File: src/rtl/proc_pkg.sv
// rtl/proc_pkg.sv - shared constants and types for the processor DIN-path feeder
// Purpose: word width, feeder FSM state encoding and a run-length clamp helper,
//          imported by the feeder interface, memory and top.
// Ports:   none (package).
package proc_pkg;

  localparam int WORD_W = 16;

  typedef enum logic [1:0] {
    ST_IDLE    = 2'd0,
    ST_FETCH   = 2'd1,
    ST_PRESENT = 2'd2,
    ST_DONE    = 2'd3
  } feeder_state_e;

  // Requested run lengths beyond the memory depth feed the whole image once.
  function automatic int unsigned clamp_len(input int unsigned len, input int unsigned depth);
    return (len > depth) ? depth : len;
  endfunction

endpackage

File: src/rtl/prog_feeder_if.sv
// rtl/prog_feeder_if.sv - load, control, status and word handshake bundle of the feeder
// Purpose: groups every non-clock signal of prog_feeder.
// Ports (master = feeder side):
//   in : wr_en, wr_addr, wr_data  program memory load port
//   in : start, len, stop         run control (len is AW+1 bits, 0..DEPTH)
//   out: data_out, data_valid     word presented to the processor
//   in : data_ack                 consumer took data_out
//   out: pc, busy, done, wr_err   status
interface prog_feeder_if #(
  parameter int WORD_W = proc_pkg::WORD_W,
  parameter int AW     = 5
);

  logic              wr_en;
  logic [AW-1:0]     wr_addr;
  logic [WORD_W-1:0] wr_data;
  logic              start;
  logic [AW:0]       len;
  logic              stop;
  logic [WORD_W-1:0] data_out;
  logic              data_valid;
  logic              data_ack;
  logic [AW-1:0]     pc;
  logic              busy;
  logic              done;
  logic              wr_err;

  modport master (
    input  wr_en, wr_addr, wr_data, start, len, stop, data_ack,
    output data_out, data_valid, pc, busy, done, wr_err
  );

  modport slave (
    output wr_en, wr_addr, wr_data, start, len, stop, data_ack,
    input  data_out, data_valid, pc, busy, done, wr_err
  );

endinterface

File: src/rtl/prog_mem.sv
// rtl/prog_mem.sv - DEPTH x WORD_W program memory, one write port, one sync read port
// Purpose: holds the program/data image; read data is registered and write-first
//          when the write and read address collide in the same cycle.
// Ports:
//   clock, reset    clock, async active-high reset (clears only the read register)
//   we, waddr, wdata  write port
//   re, raddr         read request; rdata updates on the next edge, else holds
//   rdata             registered read data
module prog_mem #(
  parameter int WORD_W = 16,
  parameter int DEPTH  = 32,
  parameter int AW     = $clog2(DEPTH)
) (
  input  logic              clock,
  input  logic              reset,
  input  logic              we,
  input  logic [AW-1:0]     waddr,
  input  logic [WORD_W-1:0] wdata,
  input  logic              re,
  input  logic [AW-1:0]     raddr,
  output logic [WORD_W-1:0] rdata
);

  logic [WORD_W-1:0] mem_q [DEPTH];
  logic [WORD_W-1:0] rdata_q, rdata_d;

  always_ff @(posedge clock) begin
    if (we) begin
      mem_q[waddr] <= wdata;
    end
  end

  // rdata holds between reads so the presented word survives after valid drops.
  always_comb begin
    rdata_d = rdata_q;
    if (re) begin
      rdata_d = (we && (waddr == raddr)) ? wdata : mem_q[raddr];
    end
  end

  always_ff @(posedge clock or posedge reset) begin
    if (reset) begin
      rdata_q <= '0;
    end else begin
      rdata_q <= rdata_d;
    end
  end

  assign rdata = rdata_q;

endmodule

File: src/rtl/prog_feeder.sv
// rtl/prog_feeder.sv - program/data word feeder driving the processor DIN handshake
// Purpose: loads an image while idle, then presents words 0..len-1 one at a time,
//          each held until data_ack. Optional macro FEEDER_LOOP_EN: the run wraps to
//          word 0 after the last word and ends only on stop or reset.
// Ports:
//   clock   system clock, all state on rising edge
//   reset   asynchronous active-high reset
//   bus     prog_feeder_if.master: load port, start/len/stop, data_out/data_valid/
//           data_ack handshake, pc/busy/done/wr_err status
module prog_feeder #(
  parameter int WORD_W = proc_pkg::WORD_W,
  parameter int DEPTH  = 32,
  parameter int AW     = $clog2(DEPTH)
) (
  input  logic          clock,
  input  logic          reset,
  prog_feeder_if.master bus
);

  import proc_pkg::*;

  localparam int LW = AW + 1;

  feeder_state_e     state_q, state_d;
  logic [AW-1:0]     pc_q, pc_d;
  logic [LW-1:0]     len_q, len_d;
  logic              wr_err_q, wr_err_d;
  logic [LW-1:0]     len_req;
  logic              idle_like;
  logic              last_word;
  logic              rd_en;
  logic              mem_we;
  logic [WORD_W-1:0] rd_data;

  assign idle_like = (state_q == ST_IDLE) || (state_q == ST_DONE);
  assign len_req   = LW'(clamp_len(32'(bus.len), DEPTH));
  assign last_word = ({1'b0, pc_q} == (len_q - LW'(1)));
  // Loads are only safe while no fetch can race them.
  assign mem_we    = bus.wr_en && idle_like;

  prog_mem #(
    .WORD_W (WORD_W),
    .DEPTH  (DEPTH),
    .AW     (AW)
  ) u_mem (
    .clock (clock),
    .reset (reset),
    .we    (mem_we),
    .waddr (bus.wr_addr),
    .wdata (bus.wr_data),
    .re    (rd_en),
    .raddr (pc_q),
    .rdata (rd_data)
  );

  always_comb begin
    state_d  = state_q;
    pc_d     = pc_q;
    len_d    = len_q;
    rd_en    = 1'b0;
    wr_err_d = bus.wr_en && !idle_like;
    case (state_q)
      ST_IDLE, ST_DONE: begin
        if (bus.start) begin
          if (len_req == '0) begin
            state_d = ST_DONE;
          end else begin
            pc_d    = '0;
            len_d   = len_req;
            state_d = ST_FETCH;
          end
        end
      end
      ST_FETCH: begin
        rd_en   = 1'b1;
        state_d = ST_PRESENT;
      end
      ST_PRESENT: begin
        if (bus.data_ack) begin
          if (last_word) begin
`ifdef FEEDER_LOOP_EN
            pc_d    = '0;
            state_d = ST_FETCH;
`else
            state_d = ST_DONE;
`endif
          end else begin
            pc_d    = pc_q + AW'(1);
            state_d = ST_FETCH;
          end
        end
      end
      default: begin
        state_d = ST_IDLE;
      end
    endcase
    // stop overrides everything; the pending read is suppressed so data_out keeps the last word.
    if (bus.stop) begin
      state_d = ST_IDLE;
      pc_d    = pc_q;
      len_d   = len_q;
      rd_en   = 1'b0;
    end
  end

  always_ff @(posedge clock or posedge reset) begin
    if (reset) begin
      state_q  <= ST_IDLE;
      pc_q     <= '0;
      len_q    <= '0;
      wr_err_q <= 1'b0;
    end else begin
      state_q  <= state_d;
      pc_q     <= pc_d;
      len_q    <= len_d;
      wr_err_q <= wr_err_d;
    end
  end

  assign bus.data_out   = rd_data;
  assign bus.data_valid = (state_q == ST_PRESENT);
  assign bus.pc         = pc_q;
  assign bus.busy       = (state_q == ST_FETCH) || (state_q == ST_PRESENT);
  assign bus.done       = (state_q == ST_DONE);
  assign bus.wr_err     = wr_err_q;

endmodule
File: src/flat_wrapper.sv
// flat-port wrapper written by rule: the top's interface ports become plain ports
module prog_feeder_flat import proc_pkg::*;
#(
  parameter int WORD_W = proc_pkg::WORD_W,
  parameter int DEPTH  = 32,
  parameter int AW     = $clog2(DEPTH)
)
  (clock, reset, bus_wr_en, bus_wr_addr, bus_wr_data, bus_start, bus_len, bus_stop, bus_data_ack, bus_data_out, bus_data_valid, bus_pc, bus_busy, bus_done, bus_wr_err);
  prog_feeder_if #(.WORD_W(WORD_W), .AW(AW)) bus_i ();
  input  logic clock;
  input  logic reset;
  input wire logic [$bits(bus_i.wr_en)-1:0] bus_wr_en;
  input wire logic [$bits(bus_i.wr_addr)-1:0] bus_wr_addr;
  input wire logic [$bits(bus_i.wr_data)-1:0] bus_wr_data;
  input wire logic [$bits(bus_i.start)-1:0] bus_start;
  input wire logic [$bits(bus_i.len)-1:0] bus_len;
  input wire logic [$bits(bus_i.stop)-1:0] bus_stop;
  input wire logic [$bits(bus_i.data_ack)-1:0] bus_data_ack;
  output wire logic [$bits(bus_i.data_out)-1:0] bus_data_out;
  output wire logic [$bits(bus_i.data_valid)-1:0] bus_data_valid;
  output wire logic [$bits(bus_i.pc)-1:0] bus_pc;
  output wire logic [$bits(bus_i.busy)-1:0] bus_busy;
  output wire logic [$bits(bus_i.done)-1:0] bus_done;
  output wire logic [$bits(bus_i.wr_err)-1:0] bus_wr_err;
  assign bus_i.wr_en = bus_wr_en;
  assign bus_i.wr_addr = bus_wr_addr;
  assign bus_i.wr_data = bus_wr_data;
  assign bus_i.start = bus_start;
  assign bus_i.len = bus_len;
  assign bus_i.stop = bus_stop;
  assign bus_i.data_ack = bus_data_ack;
  assign bus_data_out = bus_i.data_out;
  assign bus_data_valid = bus_i.data_valid;
  assign bus_pc = bus_i.pc;
  assign bus_busy = bus_i.busy;
  assign bus_done = bus_i.done;
  assign bus_wr_err = bus_i.wr_err;
  prog_feeder #(.WORD_W(WORD_W), .DEPTH(DEPTH), .AW(AW)) u_core (.clock(clock), .reset(reset), .bus(bus_i));
endmodule
File: config.mk
export PLATFORM = sky130hd
export DESIGN_NAME = prog_feeder_flat
export DESIGN_NICKNAME = d
export VERILOG_FILES = /design/src/rtl/proc_pkg.sv /design/src/rtl/prog_feeder_if.sv /design/src/rtl/prog_mem.sv /design/src/rtl/prog_feeder.sv /design/src/flat_wrapper.sv
export SDC_FILE = /design/constraint.sdc
export NUM_CORES = 1
export LEC_CHECK = 0
export BUFFER_PORTS_ARGS = -buffer_cell sky130_fd_sc_hd__buf_2
export CORE_AREA = 2 2 223 181
export CTS_BUF_LIST = sky130_fd_sc_hd__clkbuf_4
export CTS_CLUSTER_DIAMETER = 60
export DETAILED_ROUTE_END_ITERATION = 16
export DIE_AREA = 0 0 225 183
export MAX_ROUTING_LAYER = met4
export PLACE_DENSITY = 0.86
export SLEW_MARGIN = 15
export SYNTH_ARGS = -nofsm -noshare
export SYNTH_HDL_FRONTEND = slang
export SYNTH_SLANG_ARGS = --single-unit
File: constraint.sdc
create_clock -name clock -period 2.7 [get_ports clock]
set_input_delay 0.27 -clock clock [delete_from_list [all_inputs] [get_ports clock]]
set_output_delay 0.27 -clock clock [all_outputs]
set_load 0.02 [all_outputs]
==> impl_metrics.tcl, run 1 <==
set metrics [dict create \
    port-buffer-count 57 \
    dr.max_layer_used "met4" \
    nFillCells 2496 \
    ir_drop_mv 0.4393 \
    avgSynthCellArea_sq_um 19.90 \
    path_delay_family "multiplexers" \
    dr_wl_met3_mm 6.115 \
    critical-path-max-stage-delay_ns 0.57 \
    outcome "complete, no violations" \
    critPathMaxFanout 18 \
    start_util 0.5420 \
    drt_wl_total_mm 49.57 \
    min_period_ns 2.693 \
    placed_cells 1646 \
    p_int_uw 14320 \
    setup_violations 0 \
    power.share.clock 0.330 \
    cts_made_buffers 120 \
    dp_hpwl_mm 29.59 \
    end_kind "flop" \
    post-route-drc-count 0 \
    synth_cell_types 46 \
    timing.critical_path.buf_inv 2 \
    fin_nets 1337 \
    dieWidth_um 225 \
    vias_per_cell 6.180 \
    die_h_um 183 \
    cts_setup_buffers 0 \
    leakagePower_uw 0.007877 \
    worstPathRequired_ns 3.42 \
    postRouteAntennaNets 0 \
    clock-sinks 542 \
    io_pins 58 \
    synth-simple-area-share 0.03461 \
    grt_pass1_wl_mm 73.78 \
    p_sw_frac 0.2697 \
    cpMaxStageDelayCell "a2111oi_2" \
    rows 65 \
    worst_pin_slew_ns 1.110 \
    rsz0062_at_grt "yes" \
    syn_nets 1100 \
    synth_xor_area_frac 0.002074 \
    clockBufferDepth 3 \
    drt_iter0_drc 1506 \
    relSlewSlack 0.2592 \
    crit_chain "buf_12 -> mux4_2 -> mux2i_1 -> nor2_1 -> a2111oi_2 -> buf_4 -> nor3_1" \
    drive_gt1_frac 0.3162 \
    async_flop_share 0.05535 \
    met1_length_mm 18.80 \
    htreeDepth 3 \
    synth_mux_area_frac 0.1484 \
    wl_per_cell_um 25.99 \
    final_cell_mix "edfxtp_1 (512), clkbuf_4 (182), mux4_2 (96), mux2i_1 (96), nor2_1 (89)" \
    grt_overflow 0 \
    cap_viol_max_count 0 \
    grt_max_degree 52 \
    finClkSkew_ns 0.07012 \
    dr.pass1.iters 12 \
    power_frac_seq 0.499 \
    path_clk_slew_ns 0.07 \
    cts_root_buf "clkbuf_4" \
    cts_tree "built" \
    antenna_found_initial 8 \
    synth_top_family_by_area "multiplexers" \
    yosys_register_bits 542 \
    gr-usage-all-layers 0.2547 \
    wl_met2_mm 23.14 \
    worstSkewPairLatency_ns 0.86 \
    synth_flop_cell "edfxtp_1" \
    startpoint_type "flop" \
    post-route-period-util 0.9975 \
    vias 11790 \
    total_power_uw 19610 \
    timing.fmax_mhz 371.3 \
    critPathArrivalTime_ns 3.42 \
    fp.dieArea_sq_um 41180 \
    p_per_area_nw_per_um2 802.3 \
    core-area_sq_um 38960 \
    syn_inst 1061 \
    place.gp.congestion 0.8435 \
    synth_compound_area_frac 0.03230 \
    final_cells 1907 \
    synth-adder-area-share 0.003556 \
    grt_pass1_vias 12000 \
    fin_tns_setup_ns 0 \
    critPathKind "reg -> reg" \
    yosysWarningCount 0 \
    p_comb_frac 0.171 \
    syn_area_sq_um 21110 \
    switchingPower_uw 5289 \
    syn_to_final_growth_pct 15.78 \
    synth_edf_count 512 \
    finalMaxSlewViolations 0 \
    final_common_cell "edfxtp_1" \
    final_hold_viol_count 0 \
    hold_path.class "in -> reg" \
    seq_area_frac_synth 0.7637 \
]
worst paths after layout:
path / from / to / slack, ns / depth (start not counted)
worst max register to register: u_core.bus.pc[0] / u_core.u_mem.rdata[13] / 0.007 / 7
worst max-delay path: u_core.bus.pc[0] / u_core.u_mem.rdata[13] / 0.007 / 7
worst min-delay path: bus_wr_data[4] / u_core.u_mem.mem_q[12][4] / 0.07 / 1
max in group asynchronous: reset / u_core.bus.pc[1] / 1.60 / 3
worst min register to register: u_core.len_q[1] / u_core.len_q[1] / 0.56 / 2
min in group asynchronous: reset / u_core.u_mem.rdata[7] / 0.24 / 3
cell type report:
cell class                      instances  area [sq um]  share of cell area
Antenna cell                            7         17.52           0.0007166
Clock buffer                          182          1366             0.05589
Clock inverter                         40         241.5            0.009878
Inverter                                9         33.78            0.001382
Multi-Input combinational cell        455          4698              0.1922
Sequential cell                       542         16130              0.6600
Tap cell                              502         628.1             0.02569
Timing Repair Buffer                  170          1326             0.05425
power by group through the flow:
stage | combinational, uW | sequential (uW) | clock, uW
floorplan | 2070 | 9970 | 0
global placement | 3130 | 9930 | 0
detailed placement | 3250 | 9960 | 0
CTS | 3320 | 9780 | 6540
global route | 3560 | 9800 | 6950
finish | 3350 | 9790 | 6470
synth_stat cells, types with 4 or more instances:
| cell type | count | area share |
|---|---|---|
| edfxtp_1 | 512 | 0.73 |
| clkbuf_1 | 23 | 0.0041 |
| ha_1 | 6 | 0.0036 |
| mux4_2 | 96 | 0.10 |
| buf_1 | 6 | 0.0011 |
| buf_2 | 18 | 0.0043 |
| nand2_1 | 16 | 0.0028 |
| inv_1 | 9 | 0.0016 |
| nand3b_1 | 4 | 0.0014 |
| nor3_1 | 18 | 0.0043 |
| o21ai_0 | 17 | 0.0040 |
| nand2b_1 | 9 | 0.0027 |
| dfrtp_1 | 30 | 0.036 |
| a21oi_1 | 5 | 0.0012 |
| mux2i_1 | 96 | 0.046 |
| o22ai_1 | 27 | 0.0080 |
| nor2_1 | 89 | 0.016 |
| a2111oi_0 | 34 | 0.014 |
sequential cells by signal, summed over array words and instances, names as in the netlist:
name                flops
u_core.u_mem.mem_q    512
u_core.u_mem.rdata     16
u_core.len_q            6
u_core.bus.pc           5
u_core.state_q          2
u_core.bus.wr_err       1
cells by family after synthesis:
group | Yosys count
DFF | 542
muxes | 193
and+or+nand+nor | 156
AOI/OAI and AO/OA | 95
buffers and inverters | 64
adders and majority gates | 6
xor gates and xnor gates | 5
per-stage QoR:
stage,setup WS (ns),utilization,cell area [sq um],hold slack (ns)
after CTS,0.01470,0.6268,24420,0.04038
after global routing,-0.07958,0.6275,24450,0.07353
after global placement,-0.2188,0.5767,22470,0.4897
after floorplan,0.2351,-,21110,0.3331
after detailed placement,-0.1738,0.5768,22470,0.4917
final,0.006813,0.6275,24450,0.06585
per-layer routing:
layer,vias up,track usage
met5,-,-
li1,4907,-
met1,5851,0.3432
met4,0,0.09616
met3,126,0.07193
met2,901,0.3744
repair_timing:
item / in CTS / in global routing
hold buffers: 32 / 0
hold endpoints to repair: 415 / 0
gates resized for setup: 7 / 4
endpoints found under the setup margin: 5 / 15
Note: power is estimated with default switching activity, not from simulation.
==> run 2: changes to the inputs <==
--- a/config.mk
+++ b/config.mk
@@ -6,13 +6,15 @@
 export NUM_CORES = 1
 export LEC_CHECK = 0
 export BUFFER_PORTS_ARGS = -buffer_cell sky130_fd_sc_hd__buf_2
-export CORE_AREA = 2 2 223 181
+export CELL_PAD_IN_SITES_DETAIL_PLACEMENT = 1
+export CELL_PAD_IN_SITES_GLOBAL_PLACEMENT = 1
+export CORE_AREA = 2 2 231 187
 export CTS_BUF_LIST = sky130_fd_sc_hd__clkbuf_4
 export CTS_CLUSTER_DIAMETER = 60
 export DETAILED_ROUTE_END_ITERATION = 16
-export DIE_AREA = 0 0 225 183
+export DIE_AREA = 0 0 233 189
 export MAX_ROUTING_LAYER = met4
-export PLACE_DENSITY = 0.86
+export PLACE_DENSITY = 0.89
 export SLEW_MARGIN = 15
 export SYNTH_ARGS = -nofsm -noshare
 export SYNTH_HDL_FRONTEND = slang
==> run 2 against run 1 <==
The run now ends with negative setup slack left. Cell count up 3.2%. Final area up 1.4%. Clock skew down 0.015 ns. Sequential share of layout area down 0.88 points. Combinational power up 12%. Non-clock buffer count up 6. Hold slack worse by 0.0094 ns. Utilization down 3.3 points. Setup slack worse by 0.031 ns. Critical path type unchanged.
==> impl_metrics.tcl, run 2 (synthesis results as in run 1) <==
set metrics [dict create \
    critPathArrivalTime_ns 3.48 \
    fin_nets 1354 \
    place.gp.congestion 0.8622 \
    path_delay_family "multiplexers" \
    finalMaxSlewViolations 0 \
    place_ws_ns -0.3381 \
    fp.dieArea_sq_um 44040 \
    dr.pass1.iters 7 \
    setup_slack_ns -0.02421 \
    cts_setup_buffers 0 \
    grt_pass1_wl_mm 98.71 \
    worstSkewPairLatency_ns 0.87 \
    finClkSkew_ns 0.05484 \
    ir_drop_mv 0.4531 \
    power_frac_seq 0.474 \
    final_common_cell "edfxtp_1" \
    end_kind "flop" \
    critPathKind "reg -> reg" \
    timing.critical_path.buf_inv 2 \
    final_cells 1968 \
    hold_path.class "in -> reg" \
    final-seq-area_sq_um 16130 \
    p_comb_frac 0.180 \
    crit_start "u_core.bus.pc[0]" \
    leakagePower_uw 0.008007 \
    path_clk_slew_ns 0.09 \
    critical-path-max-stage-delay_ns 0.56 \
    startpoint_type "flop" \
    crit_chain "buf_12 -> mux4_2 -> mux2i_1 -> nor2_1 -> a2111oi_0 -> buf_4 -> nor2_1" \
    relSlewSlack 0.2519 \
    grt_pass1_vias 13530 \
    p_sw_frac 0.3003 \
    power.share.clock 0.346 \
    drt_iter0_drc 2092 \
    wl_per_cell_um 34.98 \
    clock-sinks 542 \
    cts_made_buffers 131 \
    postRouteAntennaNets 0 \
    rows 67 \
    switchingPower_uw 6244 \
    htreeDepth 4 \
    post-route-period-util 1.009 \
    p_int_uw 14550 \
    top_register "u_core.u_mem.mem_q" \
    core-area_sq_um 41660 \
    cts_tree "built" \
    nFillCells 3659 \
    holdWs_ns 0.05648 \
    gr-usage-all-layers 0.3300 \
    syn_to_final_growth_pct 17.35 \
    outcome "finished with violations" \
    timing.fmax_mhz 367.1 \
    dp_hpwl_mm 37.17 \
    critPathMaxFanout 26 \
    multiInputGateArea_sq_um 4728 \
    worstPathRequired_ns 3.45 \
    post-route-drc-count 0 \
    drive_gt1_frac 0.3442 \
    r2r_start "u_core.bus.pc[0]" \
    crit_top_cell "nor2_1" \
    r2r_cells 7 \
    setup_violations 1 \
    worst_pin_slew_ns 1.121 \
    vias 13120 \
    cpMaxStageDelayCell "mux4_2" \
    die_h_um 189 \
    grt_max_degree 37 \
    placed_cells 1711 \
    largest_reg_flops 512 \
    cp_num_cells 7 \
    grt_overflow 0 \
    start_util 0.5068 \
    drt_wl_total_mm 68.85 \
    dieWidth_um 233 \
    p_per_area_nw_per_um2 839.1 \
    cap_viol_max_count 0 \
    antenna_found_initial 9 \
    violations "negative setup slack" \
    reg2reg_to "u_core.u_mem.rdata[11]" \
    clockBufferDepth 3 \
    cts_root_buf "clkbuf_4" \
    vias_per_cell 6.668 \
    final_cell_mix "edfxtp_1 (512), clkbuf_4 (196), mux4_2 (96)" \
    critPathCapture "u_core.u_mem.rdata[11]" \
    rrSetupSlack_ns -0.02 \
    final_hold_viol_count 0 \
    port-buffer-count 57 \
    min_period_ns 2.724 \
    io_pins 58 \
]
run 2: changes by cell type in the layout (fill, tap and decap cells not counted), sizes merged:
cell	before	now
inv	10	14
clkbuf	182	196
clkinvlp	1	6
bufinv	3	2
clkinv	35	18
buf	138	153
dlygate4sd3	32	23
run 2: worst reg2reg max path, stage by stage, from the launching register on:
cell       delay, ns
dfrtp_4         0.50
buf_12          0.26
mux4_2          0.59
mux2i_1         0.36
nor2_1          0.12
a2111oi_0       0.55
buf_4           0.22
nor2_1          0.05
run 2: stage by stage:
step           utilization   TNS, ns  power (uW)  cell area [sq um]
2_1_floorplan            -         0       12040              21110
3_3_place_gp        0.5471   -0.3597       13210              22790
3_5_place_dp        0.5471   -0.5275       13450              22790
4_1_cts             0.5931         0       20610              24710
5_1_grt             0.5946  -0.09652       21420              24780
6_report            0.5947  -0.02421       20790              24780
run 2: worst min-delay path by stage:
| stage | end | cells past startpoint | slack (ns) | startpoint |
|---|---|---|---|---|
| finish | u_core.u_mem.mem_q[14][11] | 1 | 0.06 | bus_wr_data[11] |
| global route | u_core.u_mem.mem_q[20][2] | 1 | 0.01 | bus_wr_data[2] |
| CTS | u_core.len_q[4] | 3 | 0.002 | bus_start |
| detailed placement | u_core.state_q[1] | 2 | 0.50 | bus_stop |
| global placement | u_core.state_q[1] | 2 | 0.49 | bus_stop |
| floorplan | u_core.state_q[1] | 1 | 0.33 | bus_stop |
run 2: layer usage:
metal  global-route usage  wire length (um)  vias up
li1                     -                 -     4938
met1               0.4281             24660     6700
met2               0.4824             31790     1240
met3               0.1078              9107      244
met4               0.1387              3294        0
met5                    -                 0        -
run 2: power by group through the flow:
| stage | Clock (uW) | Sequential (uW) | Combinational, uW |
|---|---|---|---|
| floorplan | 0 | 9970 | 2070 |
| global placement | 0 | 9950 | 3260 |
| detailed placement | 0 | 9990 | 3470 |
| CTS | 7160 | 9830 | 3620 |
| global route | 7650 | 9860 | 3900 |
| finish | 7180 | 9860 | 3750 |
run 2: cell type report:
| cell class | count | area share |
|---|---|---|
| clock buffers | 196 | 0.05938 |
| inverters | 9 | 0.001363 |
| well taps | 552 | 0.02787 |
| flip-flops and latches | 542 | 0.6512 |
| diodes | 7 | 0.0007070 |
| clock inverters | 31 | 0.008029 |
| multi-input cells | 455 | 0.1908 |
| repair buffers | 176 | 0.06065 |
run 2: repair_timing:
| action | 4_1_cts | 5_1_grt |
|---|---|---|
| endpoints found under the setup margin | 4 | 63 |
| hold buffers | 23 | 0 |
| gates cloned | 0 | 0 |
| gates resized for setup | 8 | 19 |
| endpoints found under the hold margin | 92 | 0 |
==> run 3: changes to the inputs <==
--- a/config.mk
+++ b/config.mk
@@ -5,16 +5,17 @@
 export SDC_FILE = /design/constraint.sdc
 export NUM_CORES = 1
 export LEC_CHECK = 0
+export ABC_AREA = 1
 export BUFFER_PORTS_ARGS = -buffer_cell sky130_fd_sc_hd__buf_2
 export CELL_PAD_IN_SITES_DETAIL_PLACEMENT = 1
 export CELL_PAD_IN_SITES_GLOBAL_PLACEMENT = 1
-export CORE_AREA = 2 2 231 187
+export CORE_AREA = 2 2 244 198
 export CTS_BUF_LIST = sky130_fd_sc_hd__clkbuf_4
 export CTS_CLUSTER_DIAMETER = 60
 export DETAILED_ROUTE_END_ITERATION = 16
-export DIE_AREA = 0 0 233 189
+export DIE_AREA = 0 0 246 200
 export MAX_ROUTING_LAYER = met4
-export PLACE_DENSITY = 0.89
+export PLACE_DENSITY = 0.9
 export SLEW_MARGIN = 15
 export SYNTH_ARGS = -nofsm -noshare
 export SYNTH_HDL_FRONTEND = slang
==> run 3 against run 2 <==
The run now ends clean. Synthesized area increased by 5.4%. Largest cell class unchanged. Combinational power decreased by 10%. Global-route usage decreased by 3.7 points. Routed wire length decreased by 0.37%. Non-clock buffer count decreased by 26. Critical path depth increased by 1. Synthesized cell count increased by 77%. Sequential cell count unchanged. First-iteration DRC count decreased by 13%. Sequential share of layout area decreased by 1.1 points.
==> impl_metrics.tcl, run 3 <==
set metrics [dict create \
    outcome "complete, no violations" \
    final_common_cell "edfxtp_1" \
    synth_cell_types 28 \
    leakagePower_uw 0.009247 \
    yosysMostFrequentCell "edfxtp_1" \
    setup_slack_ns 0.1293 \
    syn_to_final_growth_pct 13.16 \
    cap_viol_max_count 0 \
    final_cell_mix "edfxtp_1 (512), nor2_1 (431), nand2_1 (213)" \
    largest_reg_flops 512 \
    rsz0062_at_grt "no" \
    grt_pass1_vias 17370 \
    cts_root_buf "clkbuf_4" \
    synthTopCellsByArea "edfxtp_1 (69%), nor2_1 (7.3%), o21ai_0 (4.0%), nand2_1 (3.6%), dfrtp_1 (3.4%)" \
    start_util 0.4773 \
    top_register "u_core.u_mem.mem_q" \
    place_ws_ns 0.2195 \
    setup_violations 0 \
    synth_flop_cell "edfxtp_1" \
    critical-path-max-stage-delay_ns 0.59 \
    place.gp.congestion 0.9129 \
    cts_setup_buffers 0 \
    clockBufferDepth 3 \
    relSlewSlack 0.3527 \
    fp.dieArea_sq_um 49200 \
    power_frac_seq 0.492 \
    fin_tns_setup_ns 0 \
    min_period_ns 2.571 \
    drt_iter0_drc 1827 \
    io_pins 58 \
    dr.pass1.iters 6 \
    drt_wl_total_mm 68.59 \
    grt_overflow 0 \
    post-route-drc-count 0 \
    critPathKind "reg -> reg" \
    fin_nets 2105 \
    cts_made_buffers 135 \
    dieWidth_um 246 \
    vias_per_cell 5.863 \
    port-buffer-count 57 \
    finalMaxSlewViolations 0 \
    drive_gt1_frac 0.1673 \
    crit_chain "inv_1 -> ha_2 -> inv_1 -> o22ai_2 -> dlygate4sd3_1 -> nand3_1 -> nand2_1 -> dlygate4sd3_1" \
    htreeDepth 4 \
    holdWs_ns 0.07676 \
    hold_path.class "in -> reg" \
    syn_inst 1883 \
    synth_top_area_frac 0.6907 \
    path_clk_slew_ns 0.08 \
    critPathArrivalTime_ns 3.37 \
    power.share.clock 0.337 \
    yosysWarningCount 0 \
    seq_area_frac_synth 0.7245 \
    switchingPower_uw 5901 \
    critPathMaxFanout 7 \
    ir_drop_mv 0.4076 \
    async_flop_share 0.05535 \
    p_per_area_nw_per_um2 785.5 \
    final_hold_viol_count 0 \
    end_kind "flop" \
    worstPathRequired_ns 3.50 \
    die_h_um 200 \
    grt_max_degree 134 \
    yosys_register_bits 542 \
    p_int_uw 13880 \
    dp_hpwl_mm 41.29 \
    gr-usage-all-layers 0.2931 \
    syn_nets 1922 \
    clock-sinks 542 \
    core-area_sq_um 46640 \
    synth.largest_area_cell "edfxtp_1" \
    finClkSkew_ns 0.07553 \
    antenna_found_initial 3 \
    cpMaxStageDelayCell "dlygate4sd3_1" \
    vias 16240 \
    grt_pass1_wl_mm 102.9 \
    cts_tree "built" \
    hold_depth 1 \
    startpoint_type "flop" \
    syn_area_sq_um 22260 \
    netlist_top_cells_count "edfxtp_1 (512), nor2_1 (432), nand2_1 (213), o21ai_0 (178), nand3_1 (108)" \
    p_comb_frac 0.170 \
    synth_edf_count 512 \
    worst_pin_slew_ns 0.9709 \
    p_sw_frac 0.2983 \
    worstSkewPairLatency_ns 0.89 \
    r2r_cells 8 \
    wl_per_cell_um 24.77 \
    avgSynthCellArea_sq_um 11.82 \
    postRouteAntennaNets 0 \
    post-route-period-util 0.9521 \
    timing.fmax_mhz 389.0 \
    rows 71 \
]
-- run 3: cell types whose count changed after synthesis, sizes merged, moves of 19 or more --
| cell | delta |
|---|---|
| mux2i | -96 |
| o21ai | +242 |
| nor3 | -19 |
| nand3 | +106 |
| mux4 | -96 |
| a2111oi | -34 |
| inv | +74 |
| o211ai | +64 |
| nand2 | +197 |
| nor2 | +344 |
| buf | +32 |
| o22ai | -24 |
| a21oi | +26 |
-- run 3: cell families after synthesis --
kind of cell             Yosys count  share of synthesized area
adder cells (fa/ha/maj)            6                   0.003373
AO/OA/AOI/OAI                    363                    0.08932
AND/OR/NAND/NOR                  779                     0.1405
flip-flops                       542                     0.7245
XOR/XNOR                           4                   0.001574
buffers and inverters            189                    0.04075
-- run 3: routing by layer --
metal / track usage / part of all wire / wire length, um / vias up
met4: 0.1118 / 0.029 / 2014 / 0
li1: - / - / - / 7035
met2: 0.4877 / 0.50 / 34480 / 855
met3: 0.07433 / 0.093 / 6381 / 160
met5: - / 0 / 0 / -
met1: 0.3451 / 0.37 / 25720 / 8186
-- run 3: cell type report --
class	count	area [sq um]
Fill cell	4931	21450
Sequential cell	542	16130
Multi-Input combinational cell	1152	5238
Clock buffer	191	1434
Timing Repair Buffer	150	1111
Tap cell	620	775.7
Inverter	85	326.6
Clock inverter	26	161.4
Antenna cell	3	7.507
-- run 3: power by group through the flow --
stage	logic, uW	clock network [uW]	registers, uW
2_1_floorplan	1870	0	9940
3_3_place_gp	2980	0	9870
3_5_place_dp	3180	0	9900
4_1_cts	3300	6800	9720
5_1_grt	3660	7220	9750
6_report	3370	6680	9740
-- run 3: final timing paths --
kind                                                   to                   from  slack [ns]
worst max-delay path                    u_core.state_q[1]      u_core.state_q[0]        0.13
worst min-delay path            u_core.u_mem.mem_q[24][2]         bus_wr_data[2]        0.08
worst max register to register          u_core.state_q[1]      u_core.state_q[0]        0.13
worst min register to register      u_core.u_mem.rdata[9]  u_core.u_mem.rdata[9]        0.50
max in group asynchronous          u_core.u_mem.rdata[13]                  reset        1.85
min in group asynchronous               u_core.state_q[1]                  reset        0.12
-- run 3: repair_timing --
item / CTS / global route
hold endpoints to repair: 52 / 0
resized for setup: 0 / 5
setup endpoints to repair: 0 / 19
hold buffers: 21 / 0
-- run 3: metrics by stage --
stage	cell area [sq um]	power [uW]	instances	utilization
finish	25190	19790	2769	0.5401
global route	25190	20630	2769	0.5401
CTS	25170	19820	2767	0.5397
detailed placement	23370	13080	2529	0.5010
global placement	23370	12840	2529	0.5010
floorplan	22260	11810	1883	-
-- run 3: worst max-delay path, delay by kind of cell, from the launching register on --
kind | cells | cell delay, ns
simple gates | 2 | 0.16
compound gates | 1 | 0.22
fa+ha+maj | 1 | 0.39
buf+inv | 4 | 1.34
flops | 1 | 0.41
